### src/rtl/clock_pkg.sv
// Shared types and defaults for the digital clock front-panel logic.
// Button event classification constants live here.
package clock_pkg;

  typedef enum logic [1:0] {
    BTN_IDLE  = 2'd0,
    BTN_PRESS = 2'd1,
    BTN_LONG  = 2'd2
  } btn_state_t;

  localparam int unsigned BTN_CNT_W        = 10;
  localparam int unsigned BTN_LONG_TICKS   = 800;
  localparam int unsigned BTN_REPEAT_TICKS = 200;

endpackage

### src/rtl/button_event.sv
// Classifies debounced presses as short/long and emits auto-repeat
// steps while a long press is held.
module button_event
  import clock_pkg::*;
#(
  parameter int unsigned CNT_W        = BTN_CNT_W,
  parameter int unsigned LONG_TICKS   = BTN_LONG_TICKS,
  parameter int unsigned REPEAT_TICKS = BTN_REPEAT_TICKS
) (
  input  logic clk,
  input  logic rst_n,
  input  logic tick,
  input  logic pressed,
  output logic short_pulse,
  output logic long_pulse,
  output logic repeat_pulse,
  output logic step_pulse,
  output logic long_active
);

  localparam longint unsigned CNT_MAX =
    (64'd1 << CNT_W) - 64'd1;

  if (CNT_W < 1 || CNT_W > 32) begin : g_bad_w
    $error("button_event: CNT_W out of range");
  end
  if (LONG_TICKS < 1 ||
      64'(LONG_TICKS) > CNT_MAX) begin : g_bad_long
    $error("button_event: LONG_TICKS out of range");
  end
  if (64'(REPEAT_TICKS) > CNT_MAX) begin : g_bad_rep
    $error("button_event: REPEAT_TICKS out of range");
  end

  localparam bit REP_EN = (REPEAT_TICKS != 0);

  localparam logic [CNT_W-1:0] LONG_LAST =
    CNT_W'(LONG_TICKS - 1);
  localparam logic [CNT_W-1:0] REP_LAST =
    CNT_W'(REP_EN ? REPEAT_TICKS - 1 : 0);

  btn_state_t       state_q, state_d;
  logic [CNT_W-1:0] cnt_q, cnt_d;
  logic             short_q, short_d;
  logic             long_q, long_d;
  logic             rep_q, rep_d;
  logic             step_q;
  logic             act_q;

  always_comb begin
    state_d = state_q;
    cnt_d   = cnt_q;
    short_d = 1'b0;
    long_d  = 1'b0;
    rep_d   = 1'b0;
    unique case (state_q)
      BTN_IDLE: begin
        if (pressed) begin
          state_d = BTN_PRESS;
          cnt_d   = '0;
        end
      end
      BTN_PRESS: begin
        // Release beats a coincident threshold tick.
        if (!pressed) begin
          state_d = BTN_IDLE;
          cnt_d   = '0;
          short_d = 1'b1;
        end else if (tick && cnt_q == LONG_LAST) begin
          state_d = BTN_LONG;
          cnt_d   = '0;
          long_d  = 1'b1;
        end else if (tick) begin
          cnt_d = cnt_q + CNT_W'(1);
        end
      end
      BTN_LONG: begin
        if (!pressed) begin
          state_d = BTN_IDLE;
          cnt_d   = '0;
        end else if (REP_EN && tick) begin
          if (cnt_q == REP_LAST) begin
            cnt_d = '0;
            rep_d = 1'b1;
          end else begin
            cnt_d = cnt_q + CNT_W'(1);
          end
        end
      end
      default: begin
        state_d = BTN_IDLE;
        cnt_d   = '0;
      end
    endcase
  end

  always_ff @(posedge clk or negedge rst_n) begin
    if (!rst_n) begin
      state_q <= BTN_IDLE;
      cnt_q   <= '0;
      short_q <= 1'b0;
      long_q  <= 1'b0;
      rep_q   <= 1'b0;
      step_q  <= 1'b0;
      act_q   <= 1'b0;
    end else begin
      state_q <= state_d;
      cnt_q   <= cnt_d;
      short_q <= short_d;
      long_q  <= long_d;
      rep_q   <= rep_d;
      step_q  <= short_d | long_d | rep_d;
      act_q   <= (state_d == BTN_LONG);
    end
  end

  assign short_pulse  = short_q;
  assign long_pulse   = long_q;
  assign repeat_pulse = rep_q;
  assign step_pulse   = step_q;
  assign long_active  = act_q;

endmodule

### config.mk
export PLATFORM = sky130hd
export DESIGN_NAME = button_event
export DESIGN_NICKNAME = d
export VERILOG_FILES = /design/src/rtl/clock_pkg.sv /design/src/rtl/button_event.sv
export SDC_FILE = /design/constraint.sdc
export NUM_CORES = 1
export LEC_CHECK = 0
export ABC_AREA = 1
export CORE_ASPECT_RATIO = 0.75
export CORE_MARGIN = 5
export CORE_UTILIZATION = 30
export CTS_CLUSTER_DIAMETER = 30
export DETAILED_ROUTE_END_ITERATION = 7
export HOLD_SLACK_MARGIN = 0.06
export PLACE_DENSITY = 0.43
export SYNTH_ARGS = -nofsm -noshare
export SYNTH_HDL_FRONTEND = slang
export SYNTH_SLANG_ARGS = --single-unit
### constraint.sdc
create_clock -name clk -period 2.6 [get_ports clk]
set_input_delay 0.39 -clock clk [delete_from_list [all_inputs] [get_ports clk]]
set_output_delay 0.39 -clock clk [all_outputs]
set_load 0.005 [all_outputs]
* Word level (Yosys, flattened, before mapping)
Index checks and enable logic that the tools add are counted.
Widths: inputs -> output; s select.
** Word-level totals
- Register bits after elaboration :: 17
- Latch bits :: 0
- Bits in writable memories :: 0
- Bits in read-only memories :: 0
- Input port bits :: 4
- Output and inout port bits :: 5
- Word-level logic and storage cells :: 43
- Memories kept :: 0
** Cells by class
- Add/subtract/negate cells :: 1
- $mul :: 0
- Divide/modulo/power cells :: 0
- $lt $le $gt $ge :: 0
- Equal/unequal tests :: 8
- Shifts and indexed selects :: 0
- Muxes and demuxes :: 22
- Bitwise gates (word level) :: 2
- Reductions and logical operators :: 3
** Operators by type and width (number)
- $mux 10 :: 7
- $pmux 10 s3 :: 1
- $add 10x1->10 const B :: 1
- $eq 10x10->1 const B :: 1
- $eq 10x8->1 const B :: 1
- $mux 1 :: 9
- $mux 2 :: 4
- $pmux 2 s3 :: 1
- $eq 2x2->1 const B :: 2
- $ne 4x4->1 const B :: 1
- $ne 3x3->1 const B :: 1
- $reduce_and 3->1 :: 1
- $eq 2x1->1 const B :: 1
- $logic_not 2->1 :: 1
- $ne 2x2->1 const B :: 1
- $or 1x1->1 :: 2
- $logic_and 1x1->1 :: 1

* Depth between registers and ports, before layout
- Word-level depth :: 7
- Depth in mapped cells :: 9

* Least setup slack after synthesis
Ideal clock, no wire load.
- Kind :: register to register
- Start point :: reg state_q[0]
- End point :: reg cnt_q[7]
- Setup time :: 123 ps
- Arrival :: 1284 ps
- Required time :: 2477 ps
- Setup slack :: 1193 ps
- Cell stages (with the launch flop) :: 8
- Path buffers :: 0
- Period minus slack after synthesis :: 1407 ps
- Cells stage by stage :: dfrtp_1 inv_1 ha_1 nand3_1 nand3_2 clkinv_1 nand3_4 o21ai_2
** Between the ends
- Cells in the longest elaborated chain, start to end :: 3
- Elaborated cells on any way between the ends :: 8
- Those cells by class :: 5 x eq/ne; 1 x mux; 2 x reduce/logical
** Ends and longest elaborated chain
- start: declaration :: RTL line button_event.sv:42 : btn_state_t state_q, state_d;
- start signal: assignment :: RTL line button_event.sv:107 : state_q <= state_d;
- $eq 2x1->1 (tied with other cells) :: RTL line button_event.sv:56 : unique case (state_q)
- $ne 4x4->1 (no line) (tied with other cells)
- $reduce_and 3->1 (no line)
- end signal: assignment :: RTL line button_event.sv:108 : cnt_q <= cnt_d;
- end: declaration :: RTL line button_event.sv:43 : logic [CNT_W-1:0] cnt_q, cnt_d;
Several ways; a longest one is shown, not always the timed one.
A chain may end at the register's enable or synchronous reset.

* Worst setup path in the final report
- Start point :: in pressed
- End point :: reg cnt_q[9]
** Between the ends
- Cells in the longest elaborated chain, start to end :: 2
- Elaborated cells on any way between the ends :: 7
- Those cells by class :: 3 x eq/ne; 3 x mux; 1 x reduce/logical
** Ends and longest elaborated chain
- start: declaration :: RTL line button_event.sv:13 : input logic pressed,
- $ne 4x4->1 (no line) (tied with other cells)
- $reduce_and 3->1 (no line) / $pmux 10 s3 (equally long branches)
Several ways; a longest one is shown, not always the timed one.

==> flow_metrics.env <==
export IMPL_layout_min_cycle_time_ns=1.69
export IMPL_start_util=0.314
export IMPL_cts_tree="yes"
export IMPL_drc=0
export IMPL_first_pass_iters=4
export IMPL_min_delay_path_class="reg -> reg"
export IMPL_diodes=0
export IMPL_criticalPathCategory="in -> reg"
export IMPL_overflow=0
export IMPL_synth_largest_area_cell="dfrtp_1"
export IMPL_grt_pass1_wl_um=3580
export IMPL_cp_max_fo=9
export IMPL_rsz0062_at_grt="false"
export IMPL_grt_usage=0.0996
export IMPL_tightestPinTransition_ns=0.788
export IMPL_ant_nets=0
export IMPL_die_area_um2=4760
export IMPL_grt_max_degree=18
export IMPL_crit_path_end_kind="flop"
export IMPL_dpl_hpwl_um=1630
export IMPL_fin_nets=149
export IMPL_vias_per_cell=4.53
export IMPL_cts_sinks=17
export IMPL_ys_ff_latch=17
export IMPL_grt_pass1_vias=749
export IMPL_place_ws_ns=0.629
export IMPL_slew_violations=0
export IMPL_h_tree_depth=1
export IMPL_synth_fp_nets=138
export IMPL_setup_slack_ns=0.908
export IMPL_synth_edf_count=0
export IMPL_crit_required_ns=2.78
export IMPL_tns_ns=0
export IMPL_hold_viol_final=0
export IMPL_gp_congestion=0.766
export IMPL_drt_wirelength_per_cell_um=11.4
export IMPL_cts_root_buf="clkbuf_8"
export IMPL_synthTopCellsByArea="dfrtp_1 41%, nand2_1 12%, inv_1 7.6%"
export IMPL_cellPowerDensity_nw_per_um2=587
export IMPL_max_clock_path_buffers=2
export IMPL_critPathLaunchType="primary input"
export IMPL_cts_hold_buffers_added=0
export IMPL_die_w_um=78.0
export IMPL_slew_headroom=0.473
export IMPL_setup_viol=0
export IMPL_clk_latency_ns=0.25
export IMPL_die_y_um=61.0
export IMPL_cts_resized=0
export IMPL_synthArstFlopShare=1.00
export IMPL_cts_setup_buffers=0
export IMPL_yosysTopAreaCellShare=0.409
export IMPL_synth_seq_area_share=0.409
export IMPL_rows=18
export IMPL_leakage_nw=0.583
export IMPL_antenna_found_initial=0
export IMPL_fin_crit_sh=0.651
export IMPL_vias=811
export IMPL_clock_skew_ns=0.000701
export IMPL_cp_arrival_ns=1.87
export IMPL_syn_avg_cell_area_um2=8.07
export IMPL_status="finished, final reports clean"
export IMPL_ys_types=24
export IMPL_clkTransAtPathRegs_ns=0.07
export IMPL_port_buffers=8
export IMPL_drive_gt1_frac=0.151
export IMPL_fillCellCount=348
export IMPL_coreArea_um2=3310
export IMPL_boundaryPins=9
export IMPL_ys_flop_type="dfrtp_1"
export IMPL_maxCapViolCount=0
export IMPL_dr_first_iter_drc_count=48
export IMPL_ys_warn_count=0
export IMPL_ir_drop_v=0.000250
export IMPL_wl_um=2040
export IMPL_synthCells=129
export IMPL_cts_buffers=3
export IMPL_clock_fmax_mhz=591
export IMPL_synth_area_um2=1040
export IMPL_area_delta_synth_final_pct=15.6
==> worst max-delay path, cell delays in order <==
cell and delay, ns:
clkdlybuf4s50_1 0.62, inv_1 0.07, nand2_1 0.10, nand3_2 0.20
clkinv_1 0.18, nand3_4 0.17, o21ai_2 0.15
==> kinds of logic after synthesis <==
kind of cell             after synthesis  share of synthesized area
flip-flops                            17                      0.409
AO/OA/AOI/OAI                         15                      0.101
AND/OR/NAND/NOR                       64                      0.305
XOR/XNOR                               4                     0.0337
buffers and inverters                 24                     0.0913
adder cells (fa/ha/maj)                5                     0.0601
==> flip-flops by register name, summed over array words and instances, names as in the netlist <==
register,flops
cnt_q,10
state_q,2
long_active,1
long_pulse,1
repeat_pulse,1
short_pulse,1
step_pulse,1
==> metrics by stage <==
step | instances | total power, mW | util | area [um^2] | hold slack [ns]
6_report | 179 | 0.707 | 0.364 | 1200 | 0.520
5_1_grt | 179 | 0.768 | 0.364 | 1200 | 0.554
4_1_cts | 179 | 0.713 | 0.364 | 1200 | 0.525
3_5_place_dp | 175 | 0.514 | 0.350 | 1160 | 0.508
3_3_place_gp | 175 | 0.514 | 0.350 | 1160 | 0.507
2_1_floorplan | 129 | 0.452 | - | 1040 | 0.0944
==> per-layer routing <==
metal  share of wire  routed length (um)  vias up  global-route usage
met5               0                   0        -                   0
met4           0.012                  25        0              0.0506
met3           0.057                 117        4              0.0263
met2            0.37                 760       16               0.132
met1            0.56                1130      368               0.148
li1                -                   -      423                   -
==> cell usage after synthesis (2+ instances only) <==
cell type  instances
nor2_1             8
nand3_1            8
o21ai_2            8
nand2_1           33
a21oi_1            3
nand2_2            3
ha_1               5
xor2_1             3
o21ai_0            4
inv_1             21
nor3_1             2
nand4_1            2
nand3_2            2
dfrtp_1           17
==> final timing paths <==
| check | cells past startpoint | to | from | slack (ns) |
|---|---|---|---|---|
| max | 7 | cnt_q[9] | pressed | 0.91 |
| min | 2 | cnt_q[1] | cnt_q[1] | 0.52 |
| max in group asynchronous | 1 | repeat_pulse | rst_n | 1.51 |
| min in group asynchronous | 1 | cnt_q[2] | rst_n | 0.60 |
| min reg2reg | 2 | cnt_q[1] | cnt_q[1] | 0.52 |
| max reg2reg | 7 | cnt_q[7] | state_q[0] | 0.98 |
==> power by group <==
group          switching (mW)  total (mW)  internal (mW)
combinational           0.130       0.200         0.0702
clock                  0.0916       0.200          0.109
sequential             0.0194       0.307          0.287
==> area by class of cell <==
cell class,instances,area (um^2),area share
inverter,22,82.6,0.0686
tap,40,50.0,0.0416
clock buffer,4,45.0,0.0374
sequential,17,425,0.353
multi-input combinational,88,520,0.432
timing repair buffer,8,80.1,0.0665
==> cell usage in the layout (no fill, tap or decap), drive strengths merged, types with 2 or more instances in the layout <==
cell | synthesis | layout
nand2 | 37 | 37
inv | 21 | 21
dfrtp | 17 | 17
o21ai | 12 | 12
nand3 | 11 | 11
nor2 | 10 | 10
clkdlybuf4s50 | 0 | 8
ha | 5 | 5
clkbuf | 0 | 4
a21oi | 3 | 3
xor2 | 3 | 3
nor3 | 2 | 2
nand4 | 2 | 2
(Power assumes the default switching activity.)
